## config.mk

```make
export PLATFORM = sky130hd
export DESIGN_NAME = invaders_march
export DESIGN_NICKNAME = d
export VERILOG_FILES = /design/src/rtl/invaders_march.sv
export SDC_FILE = /design/constraint.sdc
export NUM_CORES = 1
export LEC_CHECK = 0
export BUFFER_PORTS_ARGS = -buffer_cell sky130_fd_sc_hd__buf_2
export CORE_MARGIN = 3
export CORE_UTILIZATION = 55
export CTS_CLUSTER_DIAMETER = 200
export DETAILED_ROUTE_END_ITERATION = 10
export HOLD_SLACK_MARGIN = 0.08
export MAX_ROUTING_LAYER = met4
export PLACE_DENSITY_LB_ADDON = 0.08
export SLEW_MARGIN = 15
export SYNTH_ARGS = -nofsm -noshare
export SYNTH_HDL_FRONTEND = slang
export SYNTH_SLANG_ARGS = --single-unit
```

## constraint.sdc

```tcl
create_clock -name i_clk_25MHz -period 7.9 [get_ports i_clk_25MHz]
set_clock_uncertainty 0.2 [all_clocks]
set_input_delay 1.58 -clock i_clk_25MHz [delete_from_list [all_inputs] [get_ports i_clk_25MHz]]
set_output_delay 1.58 -clock i_clk_25MHz [all_outputs]
set_load 0.05 [all_outputs]
```

## src/rtl/invaders_march.sv

```systemverilog
// Invader formation sequencer: marches the block one column per step, drops a line at
// each edge, and speeds up as the alive count falls. Halts on game end or landing.
module invaders_march #(
  parameter int unsigned MIN_FRAMES = 2,
  parameter int unsigned X_MAX      = 12,
  parameter int unsigned LINE_MAX   = 14
) (
  input  logic        i_clk_25MHz,
  input  logic        i_reset,
  input  logic        i_frame_tick,
  input  logic [19:0] i_invaders_array,
  input  logic [1:0]  i_gameplay,
  output logic [4:0]  o_invaders_x,
  output logic [3:0]  o_invaders_line,
  output logic        o_direction,
  output logic        o_step,
  output logic        o_halted
);

  localparam logic [4:0] XMax    = 5'(X_MAX);
  localparam logic [3:0] LineMax = 4'(LINE_MAX);
  localparam logic [1:0] Playing = 2'b00;

  typedef enum logic [0:0] {StMove, StHalt} state_e;

  state_e     state_q;
  logic [5:0] frame_cnt_q;
  logic [4:0] x_q;
  logic [3:0] line_q;
  logic       dir_q;
  logic       step_q;
  logic       halted_q;

  logic [4:0] alive;
  logic [5:0] period;
  logic       period_done;
  logic       at_edge;
  logic       lands;

  always_comb begin
    alive = '0;
    for (int i = 0; i < 20; i++) begin
      alive = alive + 5'(i_invaders_array[i]);
    end
  end

  assign period = 6'(MIN_FRAMES) + {1'b0, alive};
  // Greater-or-equal so a mid-period shrink steps on the next tick rather than wrapping.
  assign period_done = ({1'b0, frame_cnt_q} + 7'd1) >= {1'b0, period};
  assign at_edge     = dir_q ? (x_q == 5'd0) : (x_q >= XMax);
  assign lands       = at_edge && ((line_q + 4'd1) >= LineMax);

  always_ff @(posedge i_clk_25MHz) begin
    if (i_reset) begin
      state_q     <= StMove;
      frame_cnt_q <= '0;
      x_q         <= '0;
      line_q      <= '0;
      dir_q       <= 1'b0;
      step_q      <= 1'b0;
      halted_q    <= 1'b0;
    end else begin
      step_q <= 1'b0;
      unique case (state_q)
        StMove: begin
          if (i_gameplay != Playing || line_q >= LineMax) begin
            state_q  <= StHalt;
            halted_q <= 1'b1;
          end else if (i_frame_tick) begin
            if (period_done) begin
              frame_cnt_q <= '0;
              step_q      <= 1'b1;
              if (at_edge) begin
                line_q <= (line_q >= LineMax) ? LineMax : line_q + 4'd1;
                dir_q  <= ~dir_q;
              end else if (dir_q) begin
                x_q <= x_q - 5'd1;
              end else begin
                x_q <= x_q + 5'd1;
              end
              if (lands) begin
                state_q  <= StHalt;
                halted_q <= 1'b1;
              end
            end else begin
              frame_cnt_q <= frame_cnt_q + 6'd1;
            end
          end
        end
        StHalt: begin
          if (i_gameplay == Playing && line_q < LineMax) begin
            state_q  <= StMove;
            halted_q <= 1'b0;
          end
        end
        default: begin
          state_q  <= StHalt;
          halted_q <= 1'b1;
        end
      endcase
    end
  end

  assign o_invaders_x    = x_q;
  assign o_invaders_line = line_q;
  assign o_direction     = dir_q;
  assign o_step          = step_q;
  assign o_halted        = halted_q;

endmodule
```

==> results of run 1 <==
synth_stat cells, types with 2 or more instances:
| cell type | count |
|---|---|
| mux2_2 | 2 |
| xor2_1 | 3 |
| dfxtp_1 | 19 |
| and3_1 | 5 |
| nand3_1 | 10 |
| nor2_1 | 9 |
| fa_1 | 15 |
| nand2_1 | 8 |
| o21ai_0 | 9 |
| xnor2_1 | 5 |
| inv_1 | 36 |
| clkbuf_1 | 5 |
| a21o_1 | 3 |
| nor3_1 | 3 |
| nand4_1 | 2 |
| nor4_1 | 2 |
| or4_1 | 2 |
| a211oi_1 | 2 |
| a31oi_1 | 3 |
| a21oi_1 | 13 |
| nor3b_1 | 3 |
| ha_1 | 18 |
| a311oi_1 | 2 |
| nand2b_1 | 2 |
final cells by class:
type | instances | area [µm²]
Tap cell | 42 | 52.6
Inverter | 36 | 135
Fill cell | 237 | 906
Timing Repair Buffer | 37 | 188
Multi-Input combinational cell | 138 | 1190
Clock buffer | 4 | 26.3
Sequential cell | 19 | 380
power by group through the flow:
stage | Clock, W | Combinational, W | Sequential, W
after floorplan | 0 | 0.000229 | 0.000111
after global placement | 0 | 0.000297 | 0.000105
after detailed placement | 0 | 0.000320 | 0.000105
after CTS | 0.0000513 | 0.000322 | 0.000103
after global routing | 0.0000554 | 0.000362 | 0.000104
final | 0.0000513 | 0.000318 | 0.000103
per-layer routing:
layer | vias to the layer above | track usage, % | share of wire, %
li1 | 757 | - | -
met1 | 721 | 27.0 | 43
met2 | 41 | 37.6 | 52
met3 | 5 | 4.75 | 4.0
met4 | 0 | 4.55 | 0.40
met5 | - | - | 0
stage by stage:
stage	util, %	instances	instance area (µm²)
after floorplan	-	198	1720
after CTS	68.5	276	1970
final	68.5	276	1970
after detailed placement	67.6	272	1940
after global placement	67.6	272	1940
after global routing	68.5	276	1970
cell usage in the layout, fill, tap and decap left out, types with 3 or more instances in the layout:
cell type,netlist,routed
and3_1,5,5
clkbuf_4,0,3
nor3b_1,3,3
buf_2,0,36
nand3_1,10,10
nor2_1,9,9
nor3_1,3,3
fa_1,15,15
o21ai_0,9,9
a21o_1,3,3
a31oi_1,3,3
ha_1,18,18
nand2_1,8,8
xor2_1,3,3
inv_1,36,36
a21oi_1,13,13
xnor2_1,5,5
dfxtp_1,19,19
cell families after synthesis:
group / Yosys count
mux: 2
compound gates: 43
flops: 19
xor+xnor: 8
buf+inv: 41
fa+ha+maj: 33
simple gates: 52
sequential cells by signal, indices dropped and copies added, names as in the netlist:
| signal | flops |
|---|---|
| state_q | 1 |
| o_step | 1 |
| o_invaders_x | 5 |
| o_halted | 1 |
| frame_cnt_q | 6 |
| o_direction | 1 |
| o_invaders_line | 4 |
worst paths after layout:
check	endpoint	slack (ns)	cells after the start
max	o_direction	1.18	19
min	frame_cnt_q[1]	0.30	2
max reg2reg	o_direction	5.05	9
min reg2reg	frame_cnt_q[1]	0.30	2
worst register-to-register path: cells and delay by family (launching register included):
family                   cells  cell delay (ns)
flip-flops                   1             0.44
multiplexers                 1             0.38
buffers and inverters        1             0.20
AO/OA/AOI/OAI                3             0.42
adder cells (fa/ha/maj)      2             0.58
AND/OR/NAND/NOR              1             0.42
XOR/XNOR                     1             0.11
==> flow_summary.yaml, run 1 <==
sta:
  setup_slack_ns: 1.18
  grt_setup_unrepaired: "no"
  tns_ns: 0
  setup_viol: 0
  period_share_pct: 85.0
  period_needed_ns: 6.72
  fmax_mhz: 149
  relSlewSlack_pct: 67.2
  worst_slew_pin_slew_ns: 0.491
  hold_slack_ns: 0.295
  hold_violations: 0
  slew_violations: 0
yosys:
  synthSimpleGateAreaFrac_pct: 16.5
  synth_async_sr_flop_share_pct: 0
  ys_ff_latch: 19
  synth_mux_area_share_pct: 1.31
  syn_inst: 198
  synth_area_leaders: "dfxtp_1 22%, fa_1 17%, ha_1 13%"
  netlist-cell-type-count: 41
  ys_warn_count: 0
  ys_seq_area_share_pct: 22.1
  synthAdderAreaFrac_pct: 30.5
  synth-compound-area-share_pct: 16.6
  yosysTopAreaCell: "dfxtp_1"
  synth_fp_nets: 256
  synth_edf_count: 0
  ys.flop_type: "dfxtp_1"
  synth_top_family_by_area: "adder cells"
  syn_avg_cell_area_um2: 8.70
  synth_top_area_share_pct: 22.1
  synth_area_mm2: 0.00172
  synth_xor_area_share_pct: 4.07
clocking:
  clk_path_buf_depth: 2
  cts_setup_buffers: 0
  path_clk_slew_ns: 0.11
  clock-sinks: 19
  clkLatencyLatePin_ns: 0.30
  cts-buffers-inserted: 3
  cts_root_buf: "clkbuf_4"
  htree_levels: 1
  holdBufCountCts: 0
  cts_tree: "built"
  ctsResizeCount: 0
route:
  wl_per_cell_um: 13.7
  drc: 0
  dr_total_vias: 1524
  firstDrtPassIters: 4
  vias_per_cell: 5.52
  drtAntennaViolNets: 0
  routed_wl_mm: 3.77
  first_iter_violations: 83
cells_and_area:
  drive_above_1_share_pct: 19.2
  syn2layout_area_growth_pct: 14.4
  fin_nets: 293
  num_antenna_cells: 0
global_routing:
  grt-ovfl-total: 0
  grt_max_degree: 22
  grt_pass1_vias: 1427
  grt_pass1_wl_mm: 6.22
  antenna_found_initial: 0
  grt_usage_pct: 22.1
setup_path:
  cp_num_buf_inv: 5
  critPathMaxStageDelay_ns: 0.55
  crit_start: "i_invaders_array[0]"
  required_ns: 7.91
  reg2reg_from: "frame_cnt_q[0]"
  end_kind: "flip-flop"
  worstSetupPathType: "in -> reg"
  critPathArrivalTime_ns: 6.72
  critical-path-slowest-cell: "fa_1"
  worst-path-max-fanout: 14
  cpMostUsedCell: "fa_1"
  critPathLaunchType: "input port"
  cp_top_family: "adder cells"
  path_cells: "buf_2 > fa_1 > inv_1 > fa_1 > fa_1 > fa_1 > fa_1 > inv_1 > ha_1 > inv_1 > fa_1 > xor2_1 > ha_1 > o21ai_0 > o21ai_0 > a221oi_1 > buf_4 > nor3_1 > mux2_2"
power:
  finalPower_w: 0.000473
  power_frac_seq_pct: 21.8
  p_int_w: 0.000253
  clock_power_share_pct: 10.9
  swShare_pct: 46.5
  power_density_mw_per_mm2: 240
  pwr-share-comb_pct: 67.4
  p_sw_w: 0.000220
  vdd_drop_max_uv: 140
  power_leakage_nw: 0.973
run_status:
  status: "finished, final reports clean"
floorplanning:
  coreArea_mm2: 0.00288
  rows: 19
  die_y_um: 62.0
  io_pins: 37
  start_util_pct: 59.9
  dieArea_mm2: 0.00384
  die_x_um: 62.0
hold_path:
  hp-start: "frame_cnt_q[1]"
  hp-class: "reg -> reg"
place:
  io_buffers: 36
  hpwl_mm: 2.97
  pre_cts_slack_ns: 0.843
  place_congestion: 0.811
flow_run:
  maxCapViolCount: 0
(Power assumes the default switching activity.)
==> run 2, diff against run 1 <==
- ABC_AREA: not set -> 1
- CORE_ASPECT_RATIO: not set -> 1.5
- CORE_MARGIN: 3 -> 1.5
==> flow_summary.yaml, run 2 <==
cells_and_area:
  syn2layout_area_growth_pct: 14.6
  fin_nets: 333
  num_antenna_cells: 0
  drive_above_1_share_pct: 18.6
  regMostFlops: "frame_cnt_q"
  mostFrequentLayoutCells: "50 x inv_1, 50 x nand2_1, 36 x buf_2, 24 x nor2_1, 19 x dfxtp_1"
  largest_reg_flops: 6
  final_design_area_no_fill_mm2: 0.00204
setup_path:
  critPathLaunchType: "input port"
  critPathArrivalTime_ns: 6.31
  worst-path-max-fanout: 12
  crit_start: "i_invaders_array[0]"
  end_kind: "flip-flop"
  worstSetupPathType: "in -> reg"
  required_ns: 7.86
  reg2reg_from: "frame_cnt_q[0]"
floorplanning:
  rows: 25
  io_pins: 37
  start_util_pct: 56.9
  dieArea_mm2: 0.00359
  die_y_um: 72.7
  coreArea_mm2: 0.00313
  die_x_um: 49.5
route:
  wl_per_cell_um: 10.6
  first_iter_violations: 33
  drtAntennaViolNets: 0
  vias_per_cell: 4.88
  drc: 0
  routed_wl_mm: 3.32
  dr_total_vias: 1533
  firstDrtPassIters: 5
yosys:
  synth_top_area_share_pct: 21.4
  netlist-cell-type-count: 27
  synthSimpleGateAreaFrac_pct: 25.9
  synth_mux_area_share_pct: 0
  syn_avg_cell_area_um2: 7.54
  synth_area_mm2: 0.00178
  ys.flop_type: "dfxtp_1"
  yosysTopAreaCell: "dfxtp_1"
  synth-compound-area-share_pct: 6.68
  synth_top_family_by_area: "adder cells"
  syn_inst: 236
  ys_warn_count: 0
  synth_area_leaders: "dfxtp_1 21%, fa_1 17%, ha_1 13%"
  synth_fp_nets: 294
  synthAdderAreaFrac_pct: 29.5
  ys_ff_latch: 19
  synth_edf_count: 0
  synthTopCellsByCount: "50 x inv_1, 50 x nand2_1, 24 x nor2_1"
  ys_seq_area_share_pct: 21.4
  synth_async_sr_flop_share_pct: 0
  synth_xor_area_share_pct: 4.92
clocking:
  cts-buffers-inserted: 3
  clk_path_buf_depth: 2
  cts_setup_buffers: 0
  holdBufCountCts: 0
  cts_root_buf: "clkbuf_8"
  path_clk_slew_ns: 0.07
  ctsResizeCount: 0
  htree_levels: 1
  clock-sinks: 19
  clkLatencyLatePin_ns: 0.26
  cts_tree: "built"
global_routing:
  antenna_found_initial: 0
  grt_max_degree: 13
  grt_usage_pct: 20.7
  grt_pass1_wl_mm: 5.61
  grt_pass1_vias: 1447
  grt-ovfl-total: 0
power:
  power_density_mw_per_mm2: 259
  vdd_drop_max_uv: 263
  power_leakage_nw: 1.10
sta:
  worst_slew_pin_slew_ns: 0.420
  tns_ns: 0
  setup_viol: 0
  hold_violations: 0
  period_needed_ns: 6.36
  slew_violations: 0
  grt_setup_unrepaired: "no"
  period_share_pct: 80.5
  relSlewSlack_pct: 71.8
  fmax_mhz: 157
place:
  hpwl_mm: 2.80
  io_buffers: 36
  place_congestion: 0.809
  placed_area_mm2: 0.00200
flow_run:
  maxCapViolCount: 0
hold_path:
  hp-start: "o_halted"
  hp-class: "reg -> reg"
run_status:
  status: "finished, final reports clean"
-- run 2: cell count changes in the layout (fill, tap and decap cells not counted), sizes merged, moves of 3 or more --
| cell | delta |
|---|---|
| a21o | -3 |
| a31oi | -3 |
| and3 | -5 |
| inv | +15 |
| nand2 | +45 |
| nor2 | +18 |
| nor3b | -3 |
| o21ai | -4 |
| or4 | -3 |
-- run 2: area by class of cell --
| type | count | area, µm² |
|---|---|---|
| Clock buffer | 4 | 45.0 |
| Fill cell | 313 | 1090 |
| Tap cell | 40 | 50.0 |
| Multi-Input combinational cell | 164 | 1190 |
| Sequential cell | 19 | 380 |
| Inverter | 51 | 191 |
| Timing Repair Buffer | 36 | 180 |
-- run 2: worst max-delay path, stage by stage --
cell     delay [ns]
buf_2          0.11
fa_1           0.52
inv_1          0.05
fa_1           0.53
fa_1           0.45
fa_1           0.53
fa_1           0.41
inv_1          0.07
ha_1           0.15
inv_1          0.05
fa_1           0.39
xor2_1         0.16
ha_1           0.32
nand2_1        0.07
nor2_1         0.10
nor2_1         0.04
nand2_1        0.05
nand2_1        0.07
nand2_2        0.22
nand3_2        0.21
nor2_1         0.14
nor2_1         0.06
-- run 2: metal layers --
| layer | vias up | wire length [µm] | track usage, % |
|---|---|---|---|
| li1 | 798 | - | - |
| met1 | 702 | 1290 | 19.4 |
| met2 | 29 | 1890 | 42.0 |
| met3 | 4 | 92 | 2.25 |
| met4 | 0 | 55 | 7.41 |
| met5 | - | 0 | - |
-- run 2: power breakdown --
group,internal [W],switching (W)
Clock,0.0000359,0.0000324
Combinational,0.000136,0.000219
Sequential,0.000100,0.00000404
Total,0.000272,0.000256
-- run 2: path summary, 6_finish.rpt --
path / end / slack (ns) / cells past startpoint
min reg2reg: o_halted / 0.25 / 2
min: o_halted / 0.25 / 2
max reg2reg: o_invaders_line[1] / 5.50 / 13
max: o_invaders_line[1] / 1.54 / 22
-- run 2: cells by family after synthesis --
logic type	Yosys count
DFF	19
adders and majority gates	33
AOI/OAI and AO/OA	22
buffers and inverters	53
xor gates and xnor gates	10
and+or+nand+nor	99
-- run 2: per-stage QoR --
stage / worst slack [ns] / total power [W] / utilization [%] / std cells / hold WS [ns]
after detailed placement: 1.25 / 0.000467 / 63.8 / 310 / 0.241
final: 1.54 / 0.000528 / 65.2 / 314 / 0.251
after global routing: 1.25 / 0.000585 / 65.2 / 314 / 0.273
after global placement: 1.35 / 0.000454 / 63.8 / 310 / 0.240
after CTS: 1.51 / 0.000536 / 65.2 / 314 / 0.254
after floorplan: 1.69 / 0.000412 / - / 236 / 0.255
==> run 3, diff against run 2 <==
- ABC_AREA: 1 -> 0
- CORE_UTILIZATION: 55 -> 49
- clock period: 7.9 -> 5.5 ns (I/O delays scaled with it)
==> flow_summary.yaml, run 3 (synthesis gave the netlist of run 1 again) <==
run_status:
  status: "complete, but fails checks"
  violations: "setup timing"
sta:
  grt_setup_unrepaired: "yes"
  worst_slew_pin_slew_ns: 0.710
  setup_slack_ns: -0.398
  period_needed_ns: 5.90
  relSlewSlack_pct: 52.5
  tns_ns: -5.49
  fmax_mhz: 170
  slew_violations: 0
  setup_viol: 18
  period_share_pct: 107
  hold_slack_ns: 0.312
  hold_violations: 0
flow_run:
  maxCapViolCount: 0
setup_path:
  rr_worst_depth: 5
  critPathLaunchType: "input port"
  end_kind: "flip-flop"
  critical-path-slowest-cell: "or4_4"
  r2r-end: "o_invaders_line[2]"
  worstSetupPathType: "in -> reg"
  cpMostUsedCell: "fa_1"
  critPathArrivalTime_ns: 5.87
  worst-path-max-fanout: 5
  reg2reg_from: "o_direction"
  rrSetupSlack_ns: 2.80
  critPathMaxStageDelay_ns: 0.55
  path_cells: "buf_6 > fa_1 > inv_1 > fa_1 > fa_1 > fa_1 > fa_1 > inv_2 > ha_4 > inv_2 > fa_2 > xor2_1 > ha_1 > o21ai_2 > o21ai_2 > a221oi_4 > or4_4 > a221oi_2"
  required_ns: 5.47
cells_and_area:
  final_design_area_no_fill_mm2: 0.00221
  regMostFlops: "frame_cnt_q"
  mostFrequentLayoutCells: "34 x buf_2, 32 x inv_1, 19 x dfxtp_1, 16 x ha_1, 14 x fa_1"
  seq_area_um2: 380
  fillers: 305
  largest_reg_flops: 6
  syn2layout_area_growth_pct: 28.3
  final_common_cell: "buf_2"
  multiInputGateArea_mm2: 0.00132
  drive_above_1_share_pct: 31.3
  num_antenna_cells: 0
  fin_nets: 302
route:
  routed_wl_mm: 4.10
  firstDrtPassIters: 4
  dr_total_vias: 1620
  drc: 0
  drtAntennaViolNets: 0
  first_iter_violations: 51
  wl_per_cell_um: 14.4
  vias_per_cell: 5.68
power:
  power_frac_seq_pct: 14.5
  pwr-share-comb_pct: 75.7
  swShare_pct: 43.1
  clock_power_share_pct: 9.8
  power_leakage_nw: 1.04
  p_sw_w: 0.000439
  p_int_w: 0.000578
  power_density_mw_per_mm2: 460
  vdd_drop_max_uv: 539
clocking:
  clock-sinks: 19
  cts_tree: "built"
  path_clk_slew_ns: 0.07
  cts_root_buf: "clkbuf_8"
  cts-buffers-inserted: 3
  clk_path_buf_depth: 2
  holdBufCountCts: 0
  htree_levels: 1
  clkLatencyLatePin_ns: 0.26
global_routing:
  grt_pass1_vias: 1637
  grt_usage_pct: 23.6
  grt_max_degree: 22
  antenna_found_initial: 0
  grt-ovfl-total: 0
  grt_pass1_wl_mm: 6.76
floorplanning:
  io_pins: 37
  start_util_pct: 50.9
  die_x_um: 51.4
  dieArea_mm2: 0.00389
  coreArea_mm2: 0.00338
  rows: 26
  die_y_um: 75.6
place:
  place_congestion: 0.808
  pre_cts_slack_ns: -0.757
  io_buffers: 36
  hpwl_mm: 3.24
  placed_area_mm2: 0.00204
hold_path:
  hp-class: "reg -> reg"
  hold_depth: 2
  hp-start: "frame_cnt_q[1]"
  whs_endpoint: "frame_cnt_q[1]"
run 3: final cells by class:
| type | count | share of cell area, % |
|---|---|---|
| Tap cell | 42 | 2.38 |
| Inverter | 36 | 6.11 |
| Sequential cell | 19 | 17.2 |
| Clock buffer | 4 | 2.04 |
| Timing Repair Buffer | 46 | 12.8 |
| Multi-Input combinational cell | 138 | 59.5 |
run 3: worst max path at each step:
stage	start	endpoint	slack [ns]	cells past startpoint
2_1_floorplan	i_invaders_array[11]	state_q	-0.36	17
3_3_place_gp	i_invaders_array[11]	state_q	-0.64	18
3_5_place_dp	i_invaders_array[0]	o_halted	-0.76	18
4_1_cts	i_invaders_array[0]	o_halted	-0.43	18
5_1_grt	i_invaders_array[0]	o_invaders_x[3]	-0.54	20
6_report	i_invaders_array[0]	state_q	-0.40	18
run 3: layer usage:
metal	up-vias	wire, µm	GRT usage [%]
met5	-	0	-
met4	0	59	7.60
met1	790	1480	22.4
li1	771	-	-
met3	8	161	2.35
met2	51	2390	48.3
run 3: worst max-delay path: cells and delay by family:
kind	cells	cell delay [ns]
buf+inv	4	0.26
simple gates	1	0.55
xor+xnor	1	0.16
compound gates	4	0.58
fa+ha+maj	8	3.22
run 3: repair_timing:
action                                 4_1_cts  5_1_grt
gates resized for setup                     13        8
endpoints found under the hold margin        0        0
pin swaps                                   16        2
setup endpoints to repair                   18       18
setup buffers                                2        1
run 3: through the flow:
stage / utilization, % / total power, W / cells
2_1_floorplan: - / 0.000559 / 198
3_3_place_gp: 60.3 / 0.000721 / 278
3_5_place_dp: 60.3 / 0.000751 / 278
4_1_cts: 64.2 / 0.000973 / 284
5_1_grt: 65.3 / 0.00110 / 285
6_report: 65.3 / 0.00102 / 285
run 3: power groups by stage:
stage	combinational [W]	clock (W)	sequential, W
6_report	0.000770	0.0000992	0.000148
5_1_grt	0.000845	0.000106	0.000149
4_1_cts	0.000726	0.0000993	0.000148
3_5_place_dp	0.000600	0	0.000151
3_3_place_gp	0.000570	0	0.000150
2_1_floorplan	0.000399	0	0.000160
